**src/rtl/calc_pkg.sv**
```systemverilog
// calc_pkg: shared definitions for the calculator command sequencer.
//   Opcode values driven to the ALU.
//   Status codes returned as the first reply byte.
//   The sequencer state encoding.
//   Small decode helpers used by the FSM.
package calc_pkg;

  // ALU opcodes. OP_DIV is also the highest legal opcode byte.
  localparam logic [1:0] OP_ADD = 2'd0;
  localparam logic [1:0] OP_SUB = 2'd1;
  localparam logic [1:0] OP_MUL = 2'd2;
  localparam logic [1:0] OP_DIV = 2'd3;

  // Reply status codes.
  localparam logic [7:0] ST_OK     = 8'h00;
  localparam logic [7:0] ST_BADOP  = 8'h01;
  localparam logic [7:0] ST_ALUERR = 8'h02;

  typedef enum logic [2:0] {
    S_IDLE     = 3'd0,
    S_GET_A    = 3'd1,
    S_GET_B    = 3'd2,
    S_START    = 3'd3,
    S_WAIT_ALU = 3'd4,
    S_TX_STAT  = 3'd5,
    S_TX_HI    = 3'd6,
    S_TX_LO    = 3'd7
  } state_e;

  // An opcode byte is legal only if its upper six bits are clear and
  // it is at most OP_DIV.
  function automatic logic opcode_valid(input logic [7:0] b);
    return (b <= {6'b000000, OP_DIV});
  endfunction

  // True in the three reply-transmit states.
  function automatic logic is_tx_state(input state_e s);
    return (s == S_TX_STAT) || (s == S_TX_HI) || (s == S_TX_LO);
  endfunction

endpackage

```
**src/rtl/calc_byte_timeout.sv**
```systemverilog
// calc_byte_timeout: inter-byte timeout counter.
//   clk      in  system clock
//   rst      in  asynchronous active-low reset
//   clr_i    in  restart the count (byte accepted / frame start); wins over en_i
//   en_i     in  count this cycle (receive states only)
//   expire_o out combinational: en_i & !clr_i & count == TIMEOUT_CYC-1
module calc_byte_timeout #(
  parameter int unsigned TIMEOUT_CYC = 100000,
  parameter int unsigned TO_W        = 17
) (
  input  logic clk,
  input  logic rst,
  input  logic clr_i,
  input  logic en_i,
  output logic expire_o
);

  localparam logic [TO_W-1:0] LAST = TO_W'(TIMEOUT_CYC - 1);

  logic [TO_W-1:0] cnt_q;
  logic [TO_W-1:0] cnt_d;

  // Next count: clear has priority; the count parks at LAST so it never wraps.
  always_comb begin
    cnt_d = cnt_q;
    if (clr_i) begin
      cnt_d = '0;
    end else if (en_i && (cnt_q != LAST)) begin
      cnt_d = cnt_q + TO_W'(1);
    end else begin
      cnt_d = cnt_q;
    end
  end

  // Counter register.
  always_ff @(posedge clk or negedge rst) begin
    if (!rst) begin
      cnt_q <= '0;
    end else begin
      cnt_q <= cnt_d;
    end
  end

  // A byte arriving in the expiry cycle clears the count and suppresses expiry.
  assign expire_o = en_i & ~clr_i & (cnt_q == LAST);

endmodule

```
**src/rtl/calc_cmd_seq.sv**
```systemverilog
// calc_cmd_seq: command sequencer between the byte receiver and the ALU.
// It collects the 3-byte frame {opcode, A, B}, launches one ALU operation,
// and returns the 3-byte reply {status, result[15:8], result[7:0]}.
//   clk, rst                 clock, asynchronous active-low reset
//   rx_data/rx_rdy           received byte and its 1-cycle strobe
//   alu_op/a/b, alu_start    ALU command and 1-cycle launch pulse
//   alu_done/result/err      ALU completion pulse with qualified result
//   tx_data/valid, tx_ready  reply byte handshake (held until accepted)
//   busy                     high outside IDLE
//   frame_err                1-cycle pulse: inter-byte timeout, frame dropped
//   overrun                  1-cycle pulse: byte arrived while not receiving
// All outputs are registered.
module calc_cmd_seq
  import calc_pkg::*;
#(
  parameter int unsigned TIMEOUT_CYC = 100000,
  parameter int unsigned TO_W        = 17
) (
  input  logic        clk,
  input  logic        rst,
  input  logic [7:0]  rx_data,
  input  logic        rx_rdy,
  output logic [1:0]  alu_op,
  output logic [7:0]  alu_a,
  output logic [7:0]  alu_b,
  output logic        alu_start,
  input  logic        alu_done,
  input  logic [15:0] alu_result,
  input  logic        alu_err,
  output logic [7:0]  tx_data,
  output logic        tx_valid,
  input  logic        tx_ready,
  output logic        busy,
  output logic        frame_err,
  output logic        overrun
);

  state_e      state_q, state_d;
  logic        op_ok_q, op_ok_d;
  logic [1:0]  alu_op_q, alu_op_d;
  logic [7:0]  a_q, a_d;
  logic [7:0]  b_q, b_d;
  logic [7:0]  status_q, status_d;
  logic [15:0] result_q, result_d;
  logic [7:0]  tx_data_q, tx_data_d;
  logic        tx_valid_q, tx_valid_d;
  logic        alu_start_q, alu_start_d;
  logic        busy_q, busy_d;
  logic        frame_err_q, frame_err_d;
  logic        overrun_q, overrun_d;

  logic        to_clr_s;
  logic        to_en_s;
  logic        to_expire_s;

  assign to_en_s = (state_q == S_GET_A) || (state_q == S_GET_B);

  calc_byte_timeout #(
    .TIMEOUT_CYC (TIMEOUT_CYC),
    .TO_W        (TO_W)
  ) u_timeout (
    .clk      (clk),
    .rst      (rst),
    .clr_i    (to_clr_s),
    .en_i     (to_en_s),
    .expire_o (to_expire_s)
  );

  // FSM next state, frame/result capture and event pulses.
  always_comb begin
    state_d     = state_q;
    op_ok_d     = op_ok_q;
    alu_op_d    = alu_op_q;
    a_d         = a_q;
    b_d         = b_q;
    status_d    = status_q;
    result_d    = result_q;
    to_clr_s    = 1'b0;
    frame_err_d = 1'b0;
    overrun_d   = 1'b0;
    case (state_q)
      S_IDLE: begin
        if (rx_rdy) begin
          op_ok_d  = opcode_valid(rx_data);
          alu_op_d = rx_data[1:0];
          to_clr_s = 1'b1;
          state_d  = S_GET_A;
        end else begin
          state_d  = S_IDLE;
        end
      end
      S_GET_A: begin
        if (rx_rdy) begin
          a_d      = rx_data;
          to_clr_s = 1'b1;
          state_d  = S_GET_B;
        end else if (to_expire_s) begin
          frame_err_d = 1'b1;
          state_d     = S_IDLE;
        end else begin
          state_d  = S_GET_A;
        end
      end
      S_GET_B: begin
        if (rx_rdy) begin
          b_d      = rx_data;
          to_clr_s = 1'b1;
          if (op_ok_q) begin
            state_d = S_START;
          end else begin
            // Illegal opcode: reply immediately without touching the ALU.
            status_d = ST_BADOP;
            result_d = 16'h0000;
            state_d  = S_TX_STAT;
          end
        end else if (to_expire_s) begin
          frame_err_d = 1'b1;
          state_d     = S_IDLE;
        end else begin
          state_d  = S_GET_B;
        end
      end
      S_START: begin
        overrun_d = rx_rdy;
        state_d   = S_WAIT_ALU;
      end
      S_WAIT_ALU: begin
        overrun_d = rx_rdy;
        if (alu_done) begin
          status_d = alu_err ? ST_ALUERR : ST_OK;
          result_d = alu_err ? 16'h0000 : alu_result;
          state_d  = S_TX_STAT;
        end else begin
          state_d  = S_WAIT_ALU;
        end
      end
      // In TX states tx_valid is high, so tx_ready alone means "accepted".
      S_TX_STAT: begin
        overrun_d = rx_rdy;
        if (tx_ready) begin
          state_d = S_TX_HI;
        end else begin
          state_d = S_TX_STAT;
        end
      end
      S_TX_HI: begin
        overrun_d = rx_rdy;
        if (tx_ready) begin
          state_d = S_TX_LO;
        end else begin
          state_d = S_TX_HI;
        end
      end
      S_TX_LO: begin
        overrun_d = rx_rdy;
        if (tx_ready) begin
          state_d = S_IDLE;
        end else begin
          state_d = S_TX_LO;
        end
      end
      default: begin
        state_d = S_IDLE;
      end
    endcase
  end

  // Registered outputs decoded from the next state so they line up with it.
  always_comb begin
    alu_start_d = (state_d == S_START);
    busy_d      = (state_d != S_IDLE);
    tx_valid_d  = is_tx_state(state_d);
    case (state_d)
      S_TX_STAT: tx_data_d = status_d;
      S_TX_HI:   tx_data_d = result_d[15:8];
      S_TX_LO:   tx_data_d = result_d[7:0];
      default:   tx_data_d = tx_data_q;
    endcase
  end

  // State, datapath and output registers.
  always_ff @(posedge clk or negedge rst) begin
    if (!rst) begin
      state_q     <= S_IDLE;
      op_ok_q     <= 1'b0;
      alu_op_q    <= 2'd0;
      a_q         <= 8'h00;
      b_q         <= 8'h00;
      status_q    <= 8'h00;
      result_q    <= 16'h0000;
      tx_data_q   <= 8'h00;
      tx_valid_q  <= 1'b0;
      alu_start_q <= 1'b0;
      busy_q      <= 1'b0;
      frame_err_q <= 1'b0;
      overrun_q   <= 1'b0;
    end else begin
      state_q     <= state_d;
      op_ok_q     <= op_ok_d;
      alu_op_q    <= alu_op_d;
      a_q         <= a_d;
      b_q         <= b_d;
      status_q    <= status_d;
      result_q    <= result_d;
      tx_data_q   <= tx_data_d;
      tx_valid_q  <= tx_valid_d;
      alu_start_q <= alu_start_d;
      busy_q      <= busy_d;
      frame_err_q <= frame_err_d;
      overrun_q   <= overrun_d;
    end
  end

  assign alu_op    = alu_op_q;
  assign alu_a     = a_q;
  assign alu_b     = b_q;
  assign alu_start = alu_start_q;
  assign tx_data   = tx_data_q;
  assign tx_valid  = tx_valid_q;
  assign busy      = busy_q;
  assign frame_err = frame_err_q;
  assign overrun   = overrun_q;

endmodule

```
**config.mk**
```make
export PLATFORM = sky130hd
export DESIGN_NAME = calc_cmd_seq
export DESIGN_NICKNAME = d
export VERILOG_FILES = /design/src/rtl/calc_pkg.sv /design/src/rtl/calc_byte_timeout.sv /design/src/rtl/calc_cmd_seq.sv
export SDC_FILE = /design/constraint.sdc
export NUM_CORES = 1
export LEC_CHECK = 0
export CAP_MARGIN = 20
export CELL_PAD_IN_SITES_DETAIL_PLACEMENT = 1
export CELL_PAD_IN_SITES_GLOBAL_PLACEMENT = 2
export CORE_ASPECT_RATIO = 0.7
export CORE_MARGIN = 2
export CORE_UTILIZATION = 34
export DETAILED_ROUTE_END_ITERATION = 6
export PLACE_DENSITY = 0.88
export SKIP_CTS_REPAIR_TIMING = 1
export SYNTH_ARGS = -nofsm -noshare
export SYNTH_HDL_FRONTEND = slang
export SYNTH_HIERARCHICAL = 1
export SYNTH_SLANG_ARGS = --single-unit
export TNS_END_PERCENT = 30
```
**constraint.sdc**
```tcl
create_clock -name clk -period 3.16 [get_ports clk]
set_input_delay 0.632 -clock clk [delete_from_list [all_inputs] [get_ports clk]]
set_output_delay 0.632 -clock clk [all_outputs]
set_load 0.1 [all_outputs]
```
== After elaboration in Yosys (flattened, before gate mapping) ==
Cells that the tools add are included.
Storage, ports and cells
  register bits: 76
  word-level logic and storage cells: 76
  bits of input ports: 30
  output and inout bits: 31
Cells by class
  bitwise gates (word level): 3
  magnitude comparators: 1
  mux-type cells: 30
  $add $sub $neg: 1
  reduce and logical (&&, ||, !) cells: 14
  eq/ne operators: 13
Operator list (count)
  16-bit 2-to-1 mux: 4
  17-bit 2-to-1 mux: 2
  16-bit case mux with 2 select lines: 1
  8-bit 2-to-1 mux: 3
  3-bit case mux with 8 select lines: 1
  8-bit case mux with 3 select lines: 1
  3-bit equality test, second input constant: 7
  17-bit by 1-bit adder with 17-bit output, second input constant: 1
  17-bit equality test, second input constant: 1
  17-bit != test, second input constant: 1
  8-bit case mux with 2 select lines: 1
  1-bit 2-to-1 mux: 10
  3-bit by 2-bit equality test with 1-bit output, second input constant: 3
  3-bit 2-to-1 mux: 3
  8-bit by 2-bit <= comparator with 1-bit output, second input constant: 1
  2-bit 2-to-1 mux: 4
  2-bit AND reduction: 3
  3-bit nonzero test: 2
  5-bit OR reduction: 1
  3-bit by 1-bit equality test with 1-bit output, second input constant: 1
  3-bit zero test: 1
  1-bit logical OR: 3
  3-bit OR reduction: 1
  1-bit bitwise AND: 2
  other kinds (4): 4

== Longest topological paths before layout ==
  word-level depth: 12
  mapped depth: 12
  depth with buffers taken out: 9

== Hierarchy ==
The synthesis kept the hierarchy.
Modules (own cells, without submodules)
  calc_cmd_seq: seq. area each 1476.4 sq um, area each 2486.1 sq um, cells an instance 196, instances 1
  calc_byte_timeout: seq. area each 425.4 sq um, area each 1023.5 sq um, cells an instance 119, instances 1

== Worst setup path after synthesis ==
OpenSTA, ideal clock, no wires.
  kind: register to register
  from: register state_q[1]
  to: register busy_q (netlist: busy)
  slack: 458 ps
  required time: 3036 ps
  library setup time: 124 ps
  clock period less this slack: 2702 ps
  buffers on the path: 3
  arrival: 2577 ps
  stages on the path, launching flop included: 12
  path through: dfrtp_1 > buf_4 > inv_1 > nand2_1 > a21oi_1 > clkbuf_1 > and4b_1 > nor2_1 > a311oi_1 > o211ai_2 > buf_2 > or2_1
On the way
  elaborated cells between the ends (all ways): 20
  classes of those cells: eq/ne: 7; mux: 6; bitwise: 3; reduce/logical: 4
RTL lines
  from (decl): line calc_cmd_seq.sv:38  | state_e state_q, state_d;
  from (signal assigned): line calc_cmd_seq.sv:198  | state_q <= state_d;
  3-bit by 1-bit equality test with 1-bit output / 3-bit by 2-bit equality test with 1-bit output (equally long branches): line calc_cmd_seq.sv:56  | assign to_en_s = (state_q == S_GET_A) || (state_q == S_GET_B);
  1-bit logical OR *: line calc_cmd_seq.sv:56
  via to_en_s: line calc_cmd_seq.sv:53  | logic to_en_s;
  1-bit bitwise AND * (2 in a row): line calc_byte_timeout.sv:45  | assign expire_o = en_i & ~clr_i & (cnt_q == LAST);
  via to_expire_s: line calc_cmd_seq.sv:54  | logic to_expire_s;
  1-bit 2-to-1 mux / 2-bit 2-to-1 mux (equally long branches): line calc_cmd_seq.sv:97, calc_cmd_seq.sv:116
  2-bit 2-to-1 mux / 3-bit 2-to-1 mux (equally long branches): line calc_cmd_seq.sv:93, calc_cmd_seq.sv:105
  3-bit case mux with 8 select lines *: line calc_cmd_seq.sv:81  | case (state_q)
  3-bit nonzero test *: line calc_cmd_seq.sv:171  | busy_d = (state_d != S_IDLE);
  via busy_d: line calc_cmd_seq.sv:48  | logic busy_q, busy_d;
  to (signal assigned): line calc_cmd_seq.sv:208  | busy_q <= busy_d;
  to (decl): line calc_cmd_seq.sv:48
The timed path passes the listed nets; every way through them passes the cells marked *.
A chain may end at the register's enable or synchronous reset.

== Final worst setup path ==
  from: input port rx_rdy
  to: register tx_data_q[4] (netlist: tx_data[4])
On the way
  elaborated cells between the ends (all ways): 20
  classes of those cells: eq/ne: 3; mux: 13; bitwise: 3; reduce/logical: 1
RTL lines
  from (decl): line calc_cmd_seq.sv:22  | input logic rx_rdy,
  16-bit 2-to-1 mux: line calc_cmd_seq.sv:105  | if (rx_rdy) begin
  16-bit case mux with 2 select lines: line calc_cmd_seq.sv:81
  via result_d[12]: line calc_cmd_seq.sv:44  | logic [15:0] result_q, result_d;
  8-bit case mux with 3 select lines: line calc_cmd_seq.sv:173  | case (state_d)
  to (signal assigned): line calc_cmd_seq.sv:205  | tx_data_q <= tx_data_d;
  to (decl): line calc_cmd_seq.sv:45  | logic [7:0] tx_data_q, tx_data_d;
The timed path passes the listed nets, and every way through them passes these cells.

==> flow_metrics.tcl <==
set metrics [dict create \
    fillers 1087 \
    area_delta_synth_final_pct 28.0 \
    drt_iter0_drc 191 \
    crit_fanout 14 \
    yosysSeqAreaShare_pct 54.2 \
    cp_top_family "compound AO/OA/AOI/OAI gates" \
    synth.yosys.warnings 6 \
    critPathBufInv 3 \
    vias 2799 \
    antenna_found_initial 0 \
    cp_data_required_time_ns 3.35 \
    ys_seq_elements 76 \
    ys_top_cells_by_area "dfrtp_1, mux2_2, a22o_1, a21oi_1, nor2_1" \
    rsz0062_at_grt "no" \
    p_leak_nw 1.94 \
    hp-class "in -> async" \
    routabilityCongestion 0.785 \
    final_cell_area_um2 4490 \
    routed_wl_mm 9.38 \
    slew-limit-headroom_pct 34.3 \
    grt.busiest_layer "met2" \
    r2r_end "tx_data[6]" \
    clock.fmax_ghz 0.379 \
    timing.final.crit_share_pct 83.5 \
    ys.flop_type "dfrtp_1" \
    slowest_stage "clkdlybuf4s50_1" \
    netlist.area_leader.share_pct 54.2 \
    cts_buffer_depth 2 \
    synth_fp_nets 346 \
    overflow 0 \
    clock_latency_ns 0.34 \
    cts.sinks 76 \
    cp_cell_sequence "clkdlybuf4s50_1, buf_4, nand4bb_1, a21o_1, buf_4, a22o_1, a222oi_1, a31oi_1" \
    syn-instance-count 315 \
    start_util_pct 35.6 \
    r2r_slack_ns 0.55 \
    io_pins 61 \
    worst_setup_hold_path_clk_slew_ns 0.06 \
    crit_path_start_kind "input pin" \
    syn_area_um2 3510 \
    multi_input_area_um2 1470 \
    worstMarginPinSlew_ns 0.986 \
    core_region_area_um2 9870 \
    grtUsageMet1_pct 24.2 \
    wire_per_inst_um 18.4 \
    place.port_buffers 60 \
    cts-htree-levels 3 \
    cts_tree "built" \
    grt_pass1_vias 2811 \
    cpPeakStageDelay_ns 0.49 \
    setup_viol 0 \
    row_count 30 \
    reg2regPathDepth 9 \
    cp-startpoint "rx_rdy" \
    setup_tns_ns 0 \
    slew_viol_final 0 \
    worstSetupPathType "in -> reg" \
    cp.depth 8 \
    outcome "finished clean" \
    placed_area_um2 4190 \
    met3_usage_pct 5.21 \
    cp-endpoint "tx_data[4]" \
    ant_nets 0 \
    hpwl_mm 6.47 \
    skew_ns 0.00708 \
    synth.avg_cell_area_um2 11.1 \
    total_power_mw 5.37 \
    synth_area_leader_cell "dfrtp_1" \
    diodes 0 \
    cts_buffers 9 \
    grt.met2_usage_pct 26.7 \
    drc_errors 0 \
    ir_worst_vdd_uv 415 \
    dieArea_um2 11200 \
    async_flop_share_pct 100 \
    crit_arrival_ns 2.83 \
    grt_pass1_wl_mm 15.2 \
    synth_cell_types 55 \
    drv_cap 0 \
    reg2reg_from "u_timeout/cnt_q[2]" \
    track_usage_pct 17.6 \
    fp.dieW_um 125 \
    grt_max_degree 77 \
    power_density_nw_per_um2 1200 \
    endpoint_kind "flop" \
    synth-edff-count 0 \
    drt-pass1-iter-count 4 \
    hold_violations 0 \
    fin_crit_ns 2.64 \
    seqCellArea_um2 1900 \
    fp.dieH_um 89.0 \
    cpMostUsedCell "buf_4" \
    nets 409 \
    drive_gt1_share_pct 23.2 \
    hold_slack_ns 0.419 \
    viasPerCell 5.48 \
    cts-root-buf "clkbuf_16" \
]
-- metal layers --
| metal | share of wire (%) | up-vias |
|---|---|---|
| met5 | 0 | - |
| met3 | 5.0 | 12 |
| met2 | 46 | 72 |
| met4 | 1.4 | 0 |
| li1 | - | 1300 |
| met1 | 48 | 1415 |
-- power breakdown --
| group | switching [mW] | internal (mW) | leakage, nW | total (mW) |
|---|---|---|---|---|
| clock | 0.404 | 0.634 | 0.142 | 1.04 |
| sequential | 0.210 | 1.28 | 0.981 | 1.49 |
| combinational | 2.09 | 0.754 | 0.816 | 2.84 |
-- synth_stat cells (all sizes together) (3+ instances only) --
| library cell | n |
|---|---|
| dfrtp | 76 |
| nand4 | 6 |
| nor4bb | 4 |
| and2 | 10 |
| o21ai | 7 |
| nand3 | 7 |
| a22o | 17 |
| xnor2 | 6 |
| nor2 | 19 |
| and4 | 3 |
| nand2 | 15 |
| a21oi | 21 |
| clkbuf | 11 |
| o22ai | 3 |
| nand2b | 6 |
| a222oi | 7 |
| or3 | 4 |
| inv | 9 |
| a31oi | 8 |
| buf | 11 |
| nor3 | 10 |
| mux2 | 18 |
-- through the flow --
| stage | util, % | cells | worst slack [ns] |
|---|---|---|---|
| final | 45.5 | 511 | 0.522 |
| after global routing | 45.5 | 511 | 0.219 |
| after CTS | 45.5 | 511 | 0.544 |
| after detailed placement | 42.5 | 495 | 0.175 |
| after global placement | 42.5 | 495 | 0.252 |
| after floorplan | - | 315 | 0.458 |
-- layout make-up --
| cell class | count | area share (%) |
|---|---|---|
| Clock inverter | 5 | 1.31 |
| Multi-Input combinational cell | 208 | 32.7 |
| Timing Repair Buffer | 74 | 13.9 |
| Clock buffer | 11 | 5.40 |
| Sequential cell | 76 | 42.3 |
| Inverter | 9 | 0.752 |
| Tap cell | 128 | 3.56 |
-- worst min-delay path by stage --
stage / startpoint / slack, ns / end
detailed placement: status_q[7] / 0.48 / status_q[7]
CTS: rst / 0.48 / u_timeout/cnt_q[0]
finish: rst / 0.42 / u_timeout/cnt_q[5]
global route: rst / 0.52 / u_timeout/cnt_q[0]
global placement: status_q[7] / 0.47 / status_q[7]
floorplan: rst / 0.34 / alu_a[0]
-- flip-flops by register name, indices dropped and copies added (netlist names) --
register,cells
tx_data,8
alu_a,8
alu_op,2
state_q,3
busy,1
result_q,16
status_q,8
tx_valid,1
u_timeout/cnt_q,17
alu_start,1
frame_err,1
overrun,1
alu_b,8
op_ok_q,1
-- cells by family after synthesis --
| logic type | after synthesis | synth area share (%) |
|---|---|---|
| adders and majority gates | 1 | 0.356 |
| AOI/OAI and AO/OA | 79 | 16.4 |
| muxes | 19 | 6.06 |
| and+or+nand+nor | 102 | 16.9 |
| xor gates and xnor gates | 7 | 1.75 |
| buffers and inverters | 31 | 4.28 |
| DFF | 76 | 54.2 |
-- cells in the final DEF, fill, tap and decap left out, types with 3 or more instances in the layout --
cell type,synthesis,routed
a222oi_1,7,7
nand4_1,6,6
a21oi_1,21,21
buf_4,2,46
and2_1,10,10
nand3_1,6,6
clkdlybuf4s50_1,0,28
or3_1,4,4
o22ai_1,3,3
nand2_1,15,15
nor3_1,10,10
a22o_1,17,17
dfrtp_1,76,76
xnor2_1,6,6
a31oi_1,8,8
nor2_1,19,19
nand2b_1,6,6
inv_1,9,9
mux2_2,18,18
o21ai_0,7,7
clkbuf_16,0,9
(Power assumes the default switching activity.)
==> patch 1 (config.mk and constraints unchanged) <==
Reset style: synchronous (`rst`), changed in 2 clocked blocks. Comments in the files are not updated.
--- a/src/rtl/calc_byte_timeout.sv
+++ b/src/rtl/calc_byte_timeout.sv
@@ -33,7 +33,7 @@
   end
 
   // Counter register.
-  always_ff @(posedge clk or negedge rst) begin
+  always_ff @(posedge clk) begin
     if (!rst) begin
       cnt_q <= '0;
     end else begin
--- a/src/rtl/calc_cmd_seq.sv
+++ b/src/rtl/calc_cmd_seq.sv
@@ -179,7 +179,7 @@
   end
 
   // State, datapath and output registers.
-  always_ff @(posedge clk or negedge rst) begin
+  always_ff @(posedge clk) begin
     if (!rst) begin
       state_q     <= S_IDLE;
       op_ok_q     <= 1'b0;
Check against the original RTL: differs if rst is asserted again (counterexample within 4 cycles, from zero or initial values and one cycle with rst low); with rst held inactive, the same outputs for 10 cycles.
==> patch 1 against the original RTL <==
  * Synthesized cell count is 17% higher
  * Utilization hardly changed
  * Clock skew about the same
  * First-iteration DRC count fell by 14%
  * Register-to-register slack lost 0.51 ns
  * Sequential cell count is the same
  * Routed wire length is essentially flat
  * Maximum frequency down 16%
  * Cell area decreased by 1.6%
  * Non-clock buffer count increased by 7
  * Synthesized area is 2.7% lower
  * Setup slack worse by 0.48 ns
  * Critical path type is now reg2reg
  * Highest routed layer unchanged
Power is not compared: it rests on default switching activity, and its combinational part moved more than twofold at a synthesized area within 25%.
==> patch 1: results (changes against the original RTL) <==
synthesis:
  synth_cell_types: 62  # was 55
  async_reset_ff_share_pct: 0  # was 100%
  synth_common_cells: "76 x dfxtp_1, 60 x nand2_1, 21 x nor2b_1, 19 x nor2_1, 17 x a21boi_0"  # was 76 x dfrtp_1, 21 x a21oi_1, 19 x nor2_1, 18 x mux2_2, 17 x a22o_1
  netlist_top_cells_area: "dfxtp_1 45%, nand2_1 6.6%, nor2b_1 3.8%, a21boi_0 3.7%, a22oi_1 3.1%"  # was dfrtp_1 54%, mux2_2 5.8%, a22o_1 4.2%, a21oi_1 3.0%, nor2_1 2.0%
  yosysSeqAreaShare_pct: 44.5  # was 54.2%
  syn_nets: 400  # was 346
  yosys_most_used_dff: "dfxtp_1"  # was dfrtp_1
layout:
  antenna_cells: 0  # unchanged
  fillers: 1125  # was 1,087
  nNetsFinal: 472  # was 409
  layout-drive-gt1-share_pct: 21.8  # was 23.2%
placement:
  placed_area_um2: 4100  # was 4190 um^2
  dp.final_hpwl_um: 6740  # was 6470 um
  dp_slack_ns: 0.0361  # was 0.175 ns
  routabilityCongestion: 0.782  # was 0.785
setup_path:
  cp-endpoint: "tx_data[1]$_SDFFE_PN0P_"  # was tx_data[4]$_DFFE_PN0P_
  start_kind: "flop"  # was input pin
  crit_fanout: 6  # was 14
  cp.arrival_ns: 3.35  # was 2.83 ns
  r2r_setup_slack_ns: 0.04  # was 0.55 ns
  r2r_start: "u_timeout/cnt_q[13]$_SDFFE_PP0P_"  # was u_timeout/cnt_q[2]$_DFFE_PN0P_
  r2r_cells: 10  # was 9
clocking:
  root_buffer: "clkbuf_16"  # unchanged
  clk_pin_slew_ns: 0.05
  cts_buffers: 9  # unchanged
global_routing:
  grt_use_total_pct: 18.3  # was 17.6%
  grt_max_degree: 59  # was 77
  grt_pass1_vias: 2989  # was 2,811
  grt_pass1_wl_um: 15300  # was 15,200 um
hold_path:
  hp-class: "reg2reg"  # was in2async
timing:
  post-route-period-util_pct: 98.8  # was 83.5%
  skew_ns: 0.00693  # was 0.00708 ns
  relSlewSlack_pct: 44.7  # was 34.3%
detailed_routing:
  vias: 2941  # was 2,799
  wire_per_inst_um: 16.4  # was 18.4 um
  drt_first_iter_violations: 164  # was 191
run_status:
  status: "completed"  # unchanged
## patch 1: cell types whose count changed after synthesis, sizes merged, moves of 4 or more
| cell | change |
|---|---|
| inv | -4 |
| nor4bb | -4 |
| mux2i | +5 |
| dfxtp | +76 |
| a21oi | -10 |
| a22oi | +13 |
| nand2 | +46 |
| dfrtp | -76 |
| and3 | +10 |
| a22o | -13 |
| nor2b | +19 |
| mux2 | -11 |
| a31oi | -4 |
| a21boi | +16 |
## patch 1: worst max-delay path, stage by stage (launching register included)
cell and delay, ns:
dfxtp_2 0.32, or4b_1 0.52, or4_4 0.53, or2_4 0.30
nor3_4 0.22, nor3b_2 0.08, o21ai_1 0.15, nand4_2 0.19
buf_6 0.20, mux2_4 0.29, a222oi_1 0.24
## patch 1: where the power goes
group          leakage [uW]  internal, uW  switching (uW)  total, uW
Clock              0.000131           540             374        913
Sequential         0.000617           985            21.0       1010
Combinational      0.000901           129             263        392
## patch 1: per-stage QoR
step	util [%]	setup TNS [ns]	cells
CTS	44.8	-0.0320	567
global placement	42.2	0	553
finish	45.5	0	572
floorplan	-	0	369
detailed placement	42.2	0	553
global route	45.5	-0.712	572
## patch 1: cells by family (layout without fill, tap and decap cells)
| logic type | after synthesis | after routing | synth area share (%) |
|---|---|---|---|
| simple gates | 173 | 173 | 28.0 |
| flops | 76 | 76 | 44.5 |
| compound gates | 75 | 75 | 17.1 |
| buf+inv | 25 | 100 | 4.03 |
| mux | 13 | 13 | 4.43 |
| xor+xnor | 6 | 6 | 1.54 |
| fa+ha+maj | 1 | 1 | 0.366 |
## patch 1: final cells by class
type / count / area [um^2] / share of cell area, %
clock buffer: 11 / 243 / 5.49
clock inverter: 3 / 15.0 / 0.339
inverter: 5 / 18.8 / 0.424
multi-input combinational: 268 / 1770 / 40.1
sequential: 76 / 1530 / 34.6
tap: 128 / 160 / 3.62
timing repair buffer: 81 / 682 / 15.4
## patch 1: worst min path at each step
stage	from	slack, ns	to
after floorplan	result_q[8]$_SDFF_PN0_	0.45	result_q[8]$_SDFF_PN0_
after global placement	alu_a[6]$_SDFFE_PN0P_	0.45	alu_a[6]$_SDFFE_PN0P_
after detailed placement	alu_a[5]$_SDFFE_PN0P_	0.46	alu_a[5]$_SDFFE_PN0P_
after CTS	alu_a[5]$_SDFFE_PN0P_	0.47	alu_a[5]$_SDFFE_PN0P_
after global routing	alu_a[5]$_SDFFE_PN0P_	0.49	alu_a[5]$_SDFFE_PN0P_
final	alu_a[5]$_SDFFE_PN0P_	0.46	alu_a[5]$_SDFFE_PN0P_
## patch 1: metal layers
layer | track usage, % | share of wire (%) | vias to the layer above
met5 | 0 | 0 | -
met4 | 5.89 | 1.3 | 0
met3 | 5.92 | 3.8 | 10
met2 | 26.9 | 44 | 52
met1 | 25.4 | 51 | 1422
li1 | - | - | 1457
==> patch 2 (same settings) <==
Made on the original files. `TO_W` is set to 17 in 2 places; all go to 21.
--- a/src/rtl/calc_byte_timeout.sv
+++ b/src/rtl/calc_byte_timeout.sv
@@ -6,7 +6,7 @@
 //   expire_o out combinational: en_i & !clr_i & count == TIMEOUT_CYC-1
 module calc_byte_timeout #(
   parameter int unsigned TIMEOUT_CYC = 100000,
-  parameter int unsigned TO_W        = 17
+  parameter int unsigned TO_W        = 21
 ) (
   input  logic clk,
   input  logic rst,
--- a/src/rtl/calc_cmd_seq.sv
+++ b/src/rtl/calc_cmd_seq.sv
@@ -14,7 +14,7 @@
   import calc_pkg::*;
 #(
   parameter int unsigned TIMEOUT_CYC = 100000,
-  parameter int unsigned TO_W        = 17
+  parameter int unsigned TO_W        = 21
 ) (
   input  logic        clk,
   input  logic        rst,
Check against the original RTL: no difference found for any inputs over 10 cycles, from zero or initial values and one cycle with rst low; that may be too few to reach the edited logic, so the function may still have changed.
==> patch 2 against the original RTL <==
  * Routed wire length rose by 1.3%
  * Total power fell by 0.15%
  * Sequential cell count rose by 4
  * Global-route usage fell by 0.36 points
  * Utilization fell by 0.15 points
  * Setup slack got worse by 0.26 ns
  * Synthesized area rose by 5.6%
  * Cell area rose by 5.7%
  * Critical endpoint is now tx_data[7]$_DFFE_PN0P_
==> patch 2: results (changes against the original RTL) <==
setup_path:
  r2r_cells: 8  # was 9
  cp.arrival_ns: 3.10  # was 2.83 ns
  path_delay_family: "simple AND/OR/NAND/NOR gates"  # was compound AO/OA/AOI/OAI gates
  crit_slowest_cell: "or4_4"  # was clkdlybuf4s50_1
  slowest_delay_ns: 0.58  # was 0.49 ns
  crit_fanout: 18  # was 14
hold_path:
  hp-class: "in2async"  # unchanged
synthesis:
  syn_nets: 356  # was 346
  yosysWarnings: 6  # unchanged
  yosysSeqAreaShare_pct: 54.0  # was 54.2%
  netlist_top_cells_area: "dfrtp_1 54%, mux2_2 6.7%, a22o_1 4.0%, a21oi_1 2.7%, a222oi_1 1.9%"  # was dfrtp_1 54%, mux2_2 5.8%, a22o_1 4.2%, a21oi_1 3.0%, nor2_1 2.0%
  synth-edff-count: 0  # unchanged
  async_reset_ff_share_pct: 100  # unchanged
  synth_cell_types: 58  # was 55
  synth_common_cells: "80 x dfrtp_1, 22 x mux2_2, 20 x a21oi_1, 18 x nand2_1, 18 x nor2_1"  # was 76 x dfrtp_1, 21 x a21oi_1, 19 x nor2_1, 18 x mux2_2, 17 x a22o_1
power:
  ir_drop_mv: 0.667  # was 0.415 mV
  leakage_uw: 0.00208  # was 0.00194 uW
placement:
  io_buffers: 60  # unchanged
  placed_area_um2: 4410  # was 4190 um^2
  dp.final_hpwl_um: 6540  # was 6470 um
  dp_slack_ns: 0.123  # was 0.175 ns
  routabilityCongestion: 0.825  # was 0.785
global_routing:
  grt_pass1_wl_um: 15700  # was 15,200 um
  antenna_found_initial: 0  # unchanged
  grt_use_total_pct: 17.2  # was 17.6%
  grt_pass1_vias: 2977  # was 2,811
  grt_max_degree: 81  # was 77
layout:
  top_regs: "u_timeout/cnt_q x21, result_q x16"  # was u_timeout/cnt_q x17, result_q x16
  antenna_cells: 0  # unchanged
  nNetsFinal: 423  # was 409
  fillers: 1165  # was 1,087
  layout-drive-gt1-share_pct: 24.7  # was 23.2%
run_status:
  status: "completed"  # unchanged
clocking:
  htree_levels: 3  # unchanged
  worst_skew_pair.late_latency_ns: 0.35
  clk_pin_slew_ns: 0.06  # about the same
  cts_buffers: 9  # unchanged
  clock_path_buffers: 2  # unchanged
  root_buffer: "clkbuf_16"  # unchanged
timing:
  skew_ns: 0.00992  # was 0.00708 ns
  tightest_slew_ns: 0.620  # was 0.986 ns
detailed_routing:
  drt_first_iter_violations: 163  # was 191
  drt-total-wl_um: 9500  # was 9380 um
  drtPass1Iterations: 4  # unchanged
  viasPerCell: 5.35  # was 5.48
[patch 2: cell types whose count changed in the layout (fill, tap and decap cells not counted), sizes merged, moves of 4 or more]
cell / change
a211oi: +4
dfrtp: +4
mux2: +8
nor2b: +8
xnor2: -4
[patch 2: per-stage QoR]
step                cells  hold slack, ns
floorplan             325           0.336
global placement      512           0.471
detailed placement    512           0.482
CTS                   528           0.501
global route          529           0.110
finish                529           0.114
[patch 2: metal layers]
metal | global-route usage [%] | part of all wire, %
met1 | 23.5 | 47
met2 | 26.6 | 48
met3 | 4.60 | 3.5
met4 | 5.71 | 1.4
met5 | 0 | 0
[patch 2: kinds of logic (layout without fill, tap and decap cells)]
family	Yosys count	count (layout)	share of synthesized area, %
and+or+nand+nor	106	106	16.8
AOI/OAI and AO/OA	80	80	15.8
DFF	80	80	54.0
muxes	28	28	8.44
buffers and inverters	25	97	3.41
xor gates and xnor gates	5	5	1.18
adders and majority gates	1	1	0.338
[patch 2: worst reg2reg max path, stage by stage (launching register included)]
cell and delay [ns]:
dfrtp_1 0.42, or4_4 0.58, nor4_4 0.30, nor3b_1 0.40, nor2_1 0.11, a311oi_2 0.43, o211ai_4 0.25, a21oi_1 0.22
a31oi_1 0.06
[patch 2: worst paths after layout]
check	start	endpoint	slack (ns)
setup / recovery	u_timeout/cnt_q[11]$_DFFE_PN0P_	tx_data[7]$_DFFE_PN0P_	0.26
hold reg to reg	status_q[6]$_DFF_PN0_	status_q[6]$_DFF_PN0_	0.50
max in group asynchronous	rst	result_q[10]$_DFF_PN0_	2.47
hold / removal	rst	u_timeout/cnt_q[20]$_DFFE_PN0P_	0.11
min in group clk	status_q[6]$_DFF_PN0_	status_q[6]$_DFF_PN0_	0.50
setup reg to reg	u_timeout/cnt_q[11]$_DFFE_PN0P_	tx_data[7]$_DFFE_PN0P_	0.26
[patch 2: layout make-up]
class | instances | area, um^2 | share of cell area, %
inverter | 5 | 18.8 | 0.395
timing repair buffer | 76 | 661 | 13.9
clock inverter | 7 | 71.3 | 1.50
clock buffer | 9 | 225 | 4.74
sequential | 80 | 2000 | 42.1
tap | 132 | 165 | 3.48
multi-input combinational | 220 | 1610 | 33.8
[patch 2: report_power, final]
part	switching [uW]	internal (uW)
logic	2070	753
clock network	474	557
registers	184	1320
total	2730	2630
